<file path="config.mk">
export PLATFORM = sky130hd
export DESIGN_NAME = module_mux_arbiter
export DESIGN_NICKNAME = d
export VERILOG_FILES = /design/src/rtl/module_mux_arbiter.sv
export SDC_FILE = /design/constraint.sdc
export NUM_CORES = 1
export LEC_CHECK = 0
export BUFFER_PORTS_ARGS = -buffer_cell sky130_fd_sc_hd__buf_2
export CAP_MARGIN = 0
export CORE_AREA = 5 5 42 44
export CTS_BUF_LIST = sky130_fd_sc_hd__clkbuf_4
export DETAILED_ROUTE_END_ITERATION = 10
export DIE_AREA = 0 0 47 49
export GPL_TIMING_DRIVEN = 0
export PLACE_DENSITY = 0.72
export SYNTH_ARGS = -nofsm -noshare
export SYNTH_HDL_FRONTEND = slang
export SYNTH_SLANG_ARGS = --single-unit
</file>
<file path="constraint.sdc">
create_clock -name clk -period 1.8 [get_ports clk]
set_input_delay 0.36 -clock clk [delete_from_list [all_inputs] [get_ports clk]]
set_output_delay 0.36 -clock clk [all_outputs]
set_load 0.1 [all_outputs]
</file>
<file path="src/rtl/module_mux_arbiter.sv">
// module_mux_arbiter: two-requester round-robin arbiter feeding a 4-bit 2:1 mux
// into a one-entry valid/ready output register, with a bounded burst per owner.
//
// Ports:
//   clk, rst_n            clock, async active-low reset
//   req_1/in_1/ack_1      requester 1 handshake and data
//   req_2/in_2/ack_2      requester 2 handshake and data
//   sel                   mux select (0 = in_1, 1 = in_2)
//   out_valid/out_ready   output register handshake
//   out_data              registered output word
//   busy                  out_valid | req_1 | req_2

module module_mux_21 #(
  parameter int WIDTH = 4
) (
  input  logic [WIDTH-1:0] in_1,
  input  logic [WIDTH-1:0] in_2,
  input  logic             sel,
  output logic [WIDTH-1:0] out
);

  assign out = sel ? in_2 : in_1;

endmodule

module module_mux_arbiter #(
  parameter int WIDTH     = 4,
  parameter int MAX_BURST = 4
) (
  input  logic             clk,
  input  logic             rst_n,
  input  logic             req_1,
  input  logic [WIDTH-1:0] in_1,
  output logic             ack_1,
  input  logic             req_2,
  input  logic [WIDTH-1:0] in_2,
  output logic             ack_2,
  output logic             sel,
  output logic             out_valid,
  input  logic             out_ready,
  output logic [WIDTH-1:0] out_data,
  output logic             busy
);

  localparam logic [3:0] MAX_B = 4'(MAX_BURST);

  logic             owner;
  logic [3:0]       burst_cnt;
  logic             load_en;
  logic             xfer;
  logic             win;
  logic [WIDTH-1:0] mux_out;

  always_comb begin
    load_en = !out_valid || out_ready;
    // rst_n gates the transfer so acks stay low while held in reset
    xfer    = rst_n && load_en && (req_1 || req_2);
    win     = 1'b0;
    unique case (1'b1)
      (req_1 && req_2):
        win = (burst_cnt < MAX_B) ? owner : ~owner;
      (req_2 && !req_1):
        win = 1'b1;
      default:
        win = 1'b0;
    endcase
    sel   = xfer ? win : owner;
    ack_1 = xfer && !win;
    ack_2 = xfer && win;
  end

  assign busy = out_valid || req_1 || req_2;

  module_mux_21 #(
    .WIDTH (WIDTH)
  ) u_mux (
    .in_1 (in_1),
    .in_2 (in_2),
    .sel  (sel),
    .out  (mux_out)
  );

  always_ff @(posedge clk or negedge rst_n) begin
    if (!rst_n) begin
      out_valid <= 1'b0;
      out_data  <= '0;
      owner     <= 1'b0;
      burst_cnt <= 4'd0;
    end else if (xfer) begin
      out_data  <= mux_out;
      out_valid <= 1'b1;
      if (win != owner) begin
        owner     <= win;
        burst_cnt <= 4'd1;
      end else if (burst_cnt < MAX_B) begin
        burst_cnt <= burst_cnt + 4'd1;
      end
    end else if (load_en) begin
      // idle slot: the current run is over
      burst_cnt <= 4'd0;
      if (out_ready) begin
        out_valid <= 1'b0;
      end
    end
  end

endmodule

</file>
### Yosys cells after proc, flatten, opt, wreduce, memory -nomap -nowiden

Index checks and enable logic that the tools add are counted.

| operators by class | value |
|---|---|
| add/subtract/negate cells | 1 |
| magnitude comparators | 1 |
| equality and inequality tests | 2 |
| mux-type cells | 11 |
| bitwise gates (word level) | 1 |
| reduce and logical (&&, ||, !) cells | 18 |

Operator list:

| kind | number |
|---|---|
| $mux W4 | 5 |
| $logic_and A1 B1 Y1 | 6 |
| $reduce_and A2 Y1 | 3 |
| $mux W1 | 5 |
| $add A4 B1 Y4 const B | 1 |
| $logic_or A1 B1 Y1 | 4 |
| $lt A4 B3 Y1 const B | 1 |
| $reduce_bool A2 Y1 | 2 |
| $logic_not A1 Y1 | 3 |
| $ne A3 B1 Y1 const B | 1 |
| $pmux W1 S2 | 1 |
| $ne A1 B1 Y1 | 1 |
| $not A1 Y1 | 1 |

| word-level totals | value |
|---|---|
| register bits after elaboration | 10 |
| output and inout bits | 9 |
| logic and storage cells | 38 |

### Logic depth before layout (Yosys ltp)

| logic depth | value |
|---|---|
| depth in word-level cells | 6 |
| depth in mapped cells | 5 |
| gate-level depth less buffers | 4 |

### Modules after synthesis

From an unflattened synthesis, not the netlist that was laid out.

| second synthesis, totals | value |
|---|---|
| cells, all modules | 63 |
| area, all modules | 580.6 µm² |

Modules (own cells, without submodules):

| module | times used | cells an instance | area each (µm²) |
|---|---|---|---|
| module_mux_arbiter | 1 | 59 | 535.5 |
| module_mux_21 | 1 | 4 | 45.0 |

### Worst setup path before layout

Ideal clock, no wire load.

| path | value |
|---|---|
| path kind | reg2out |
| start point | register out_valid |
| end point | output port ack_1 |
| data arrival time | 2.469 ns |
| data required time | 1.440 ns |
| path slack | -1.029 ns |
| cell stages (with the launch flop) | 4 |
| buffers on the path | 0 |
| cells stage by stage | dfrtp_1 nand2b_1 nand2b_1 nor2_1 |

| on the way | value |
|---|---|
| longest elaborated chain between the ends | 5 |

RTL lines:

| what | RTL line | RTL |
|---|---|---|
| from (decl) | 39 | `output logic out_valid,` |
| from (signal assigned) | 85 | `out_valid <= 1'b0;` |
| from (signal assigned) | 91 | `out_valid <= 1'b1;` |
| from (signal assigned) | 102 | `out_valid <= 1'b0;` |
| $logic_not A1 Y1 | 55 | `load_en = !out_valid \|\| out_ready;` |
| $logic_or A1 B1 Y1 | 55 |  |
| $logic_and A1 B1 Y1 (2 in series) | 57 | `xfer = rst_n && load_en && (req_1 \|\| req_2);` |
| $logic_and A1 B1 Y1 | 68 | `ack_1 = xfer && !win;` |
| to (decl) | 34 | `output logic ack_1,` |

No other way between the ends.

### Worst setup path in the final report

| path | value |
|---|---|
| start point | register owner |
| end point | output port sel |

| on the way | value |
|---|---|
| longest elaborated chain between the ends | 4 |

RTL lines:

| what | RTL line | RTL |
|---|---|---|
| from (decl) | 47 | `logic owner;` |
| from (signal assigned) | 93 | `owner <= win;` |
| $not A1 Y1 | 61 | `win = (burst_cnt < MAX_B) ? owner : ~owner;` |
| $mux W1 | 61 |  |
| $pmux W1 S2 | 59 | `unique case (1'b1)` |
| $mux W1 (*) | 67 | `sel = xfer ? win : owner;` |
| to (decl) | 38 | `output logic sel,` |

Every way passes the cells marked *; elsewhere a longest branch is shown, timed or not.

==> run_results.csv <==
group,metric,value,unit
status,outcome,"finished, violations left",
status,failing_checks,"negative setup slack",
place,numPlacedInstances,94,
setup_path,timing.critical_path.buf_inv,1,
die,core_region_area,1400,sq um
sta,least_margin_pin_slew,0.489,ns
yosys,yosysWarningCount,0,
yosys,postSynthAreaPerCell,9.55,sq um
grt,grt_pass1_wl,2370,microns
clock_network,clk_latency,0.26,ns
finish,drive_gt1_share,45.1,%
drt,avgRoutedWirePerCell,13.3,microns
sta,period_share,120,%
setup_path,timing.setup.critical_path_class,"flip-flop to primary output",
yosys,netlist_area_before_placement,544,sq um
sta,drv_slew,0,
drt,via_per_inst,5.05,
yosys,ys_seq_elements,10,
clock_network,clk_pin_slew,0.07,ns
finish,flow.area_growth_from_synthesis,53.6,%
clock_network,clockRootBuffer,"sky130_fd_sc_hd__clkbuf_4",
die,fp.dieH,49,microns
sta,timing.final.ws_setup,-0.368,ns
sta,finalCriticalPeriod,2.17,ns
pwr,power.static_leakage,0.000410,uW
clock_network,cts.sinks,10,
die,dieArea,2300,sq um
drt,drc_errors,0,
yosys,yosysSeqAreaShare,46.0,%
grt,grt_usage,14.1,%
sta,rsz0062_at_grt,"yes",
sta,maxSlewHeadroom,67.6,%
sta,fin_worst_skew,0.00400,ns
setup_path,critical_path.slowest_cell,"sky130_fd_sc_hd__or4b_1",
clock_network,cts_made_buffers,3,
setup_path,timing.critical_path.from_type,"flip-flop",
drt,num_vias,540,
setup_path,path_cells,"or4b_1 -> o211a_1 -> and2_4 -> a21o_4 -> buf_12",
finish,finalNonFillerCells,107,
finish,final_util,59.6,%
finish,design.final.nets,106,
place,dp.final_hpwl,1010,microns
grt,grt_remaining_overflow,0,
drt,drt_total_wl,1420,microns
sta,fin_worst_hold_slack,0.401,ns
setup_path,critical-path-top-delay-family,"simple AND/OR/NAND/NOR gates",
sta,hold_viol_final,0,
pwr,max-vdd-ir-drop,0.000510,V
setup_path,worstSetupEndpointType,"primary output",
grt,pin_count_of_the_biggest_net_entering_global_routing,11,
sta,fmax,461,MHz
drt,drtAntennaViolNets,0,
grt,grt_antenna_before_repair,0,
setup_path,critical_path.max_fanout,3,
place,finalWeightedCongestion,0.703,
sta,setup_viol,3,
grt,grt_pass1_vias,553,
die,die-width,47,microns
clock_network,cts_tree,"done",
pwr,totalPowerFinal,816,uW
clock_network,clk_path_buf_depth,2,
yosys,syn_inst,57,
pwr,power-per-cell-area,976,nW/um^2
die,initial_core_util,38.8,%
finish,antenna_cells_inserted,0,
setup_path,critPathMaxStageDelay,0.51,ns
setup_path,worst_path_required,1.44,ns
die,row_count,14,
place,io_buffer_count,21,
yosys,syn-num-nets,71,
drt,detailed_routing_iterations_pass_1,4,
min_path,hp-class,"input pin to flip-flop",
job,max_cap_violations,0,
setup_path,worst_ep_arrival_time,1.81,ns
clock_network,clock_tree.htree_level_count,1,
die,i_o_pin_total,22,
yosys,synth_cell_type_count,23,
sta,setup_tns_final,-0.997,ns
drt,drt_iter0_markers,4,
layout by cell type, fill, tap and decap left out, types with 2 or more instances in the layout:
| cell | netlist | final |
|---|---|---|
| sky130_fd_sc_hd__buf_2 | 0 | 18 |
| sky130_fd_sc_hd__nand2b_1 | 3 | 3 |
| sky130_fd_sc_hd__a31oi_1 | 4 | 3 |
| sky130_fd_sc_hd__buf_4 | 0 | 8 |
| sky130_fd_sc_hd__nor2_1 | 7 | 6 |
| sky130_fd_sc_hd__buf_12 | 0 | 3 |
| sky130_fd_sc_hd__clkbuf_4 | 0 | 3 |
| sky130_fd_sc_hd__inv_1 | 2 | 2 |
| sky130_fd_sc_hd__mux2i_1 | 4 | 4 |
| sky130_fd_sc_hd__dfrtp_1 | 10 | 8 |
| sky130_fd_sc_hd__dfrtp_2 | 0 | 2 |
| sky130_fd_sc_hd__a21oi_1 | 7 | 7 |
| sky130_fd_sc_hd__nand2_1 | 3 | 3 |
| sky130_fd_sc_hd__nor2b_1 | 2 | 2 |
worst reg2reg max path, cell delays in order, from the launching register on:
cell and delay [ns]:
sky130_fd_sc_hd__dfrtp_2 0.41, sky130_fd_sc_hd__or4b_1 0.51, sky130_fd_sc_hd__o211a_1 0.14, sky130_fd_sc_hd__and2_4 0.15
sky130_fd_sc_hd__buf_4 0.14, sky130_fd_sc_hd__buf_4 0.12, sky130_fd_sc_hd__a21o_1 0.15
state kept, by name, indices dropped and copies added (netlist names):
register   count
owner          1
out_data       4
burst_cnt      4
out_valid      1
power by group:
group	internal [uW]	total (uW)	switching, uW
sequential	254	272	17.9
combinational	112	392	280
clock	79.8	152	71.8
total	446	816	370
stage by stage:
step                instance area [sq um]  worst slack (ns)
floorplan                             562            -0.291
global placement                      687            -0.355
detailed placement                    687            -0.352
CTS                                   802            -0.498
global route                          836            -0.454
finish                                836            -0.368
cell type report:
type                            instances  area, sq um
Fill cell                             130          566
Multi-Input combinational cell         43          294
Sequential cell                        10          253
Timing Repair Buffer                   31          231
Clock buffer                            3         22.5
Tap cell                               16         20.0
Inverter                                2         7.51
Clock inverter                          1         3.75
Buffer                                  1         3.75
cell families (layout without fill, tap and decap cells):
kind of cell / count (synthesis) / in the layout / synth area share, %
AO/OA/AOI/OAI: 17 / 17 / 19.3
adder cells (fa/ha/maj): 1 / 1 / 2.30
buffers and inverters: 4 / 38 / 4.14
flip-flops: 10 / 10 / 46.0
multiplexers: 4 / 4 / 7.36
AND/OR/NAND/NOR: 21 / 21 / 20.9
timing repair:
item                                   CTS  global route
pin swaps                                3             4
buffers inserted                         4             5
hold buffers                             1             0
resized for setup                       13             2
endpoints found under the hold margin   10             0
gates cloned                             0             0
setup endpoints to repair                3             8
Yosys cell counts:
library cell | number | area, sq um
sky130_fd_sc_hd__buf_6 | 1 | 11.3
sky130_fd_sc_hd__o211a_1 | 1 | 10.0
sky130_fd_sc_hd__ha_1 | 1 | 12.5
sky130_fd_sc_hd__a21oi_1 | 7 | 35.0
sky130_fd_sc_hd__nand2_1 | 3 | 11.3
sky130_fd_sc_hd__inv_1 | 2 | 7.51
sky130_fd_sc_hd__a21o_1 | 2 | 15.0
sky130_fd_sc_hd__nor2b_1 | 2 | 12.5
sky130_fd_sc_hd__nand3_1 | 1 | 5.00
sky130_fd_sc_hd__o22a_1 | 1 | 8.76
sky130_fd_sc_hd__a31oi_1 | 4 | 25.0
sky130_fd_sc_hd__or3_1 | 1 | 6.26
sky130_fd_sc_hd__o21ai_0 | 1 | 5.00
sky130_fd_sc_hd__clkbuf_1 | 1 | 3.75
sky130_fd_sc_hd__nor2_1 | 7 | 26.3
sky130_fd_sc_hd__dfrtp_1 | 10 | 250
sky130_fd_sc_hd__and2_4 | 1 | 8.76
sky130_fd_sc_hd__or3b_1 | 1 | 8.76
sky130_fd_sc_hd__or2_2 | 1 | 6.26
sky130_fd_sc_hd__o22ai_1 | 1 | 6.26
sky130_fd_sc_hd__or4b_1 | 1 | 10.0
sky130_fd_sc_hd__nand2b_1 | 3 | 18.8
sky130_fd_sc_hd__mux2i_1 | 4 | 40.0
path summary, 6_finish.rpt:
kind,from,endpoint,slack [ns],cells past startpoint
setup / recovery,owner$_DFFE_PN0P_,sel,-0.37,5
hold / removal,in_2[2],out_data[2]$_DFFE_PN0P_,0.40,3
setup reg to reg,owner$_DFFE_PN0P_,owner$_DFFE_PN0P_,0.07,6
hold reg to reg,out_data[1]$_DFFE_PN0P_,out_data[1]$_DFFE_PN0P_,0.53,2
max in group asynchronous,rst_n,owner$_DFFE_PN0P_,0.86,2
min in group asynchronous,rst_n,burst_cnt[3]$_DFFE_PN0P_,0.60,2
routing by layer:
layer	part of all wire (%)	vias up	GRT usage [%]	routed length, microns
li1	-	273	-	-
met1	42	250	17.4	598
met2	51	15	22.2	730
met3	5.7	2	2.95	81
met4	0.84	0	6.91	12
met5	0	-	0	0
Power figures use the tool's default switching activity.
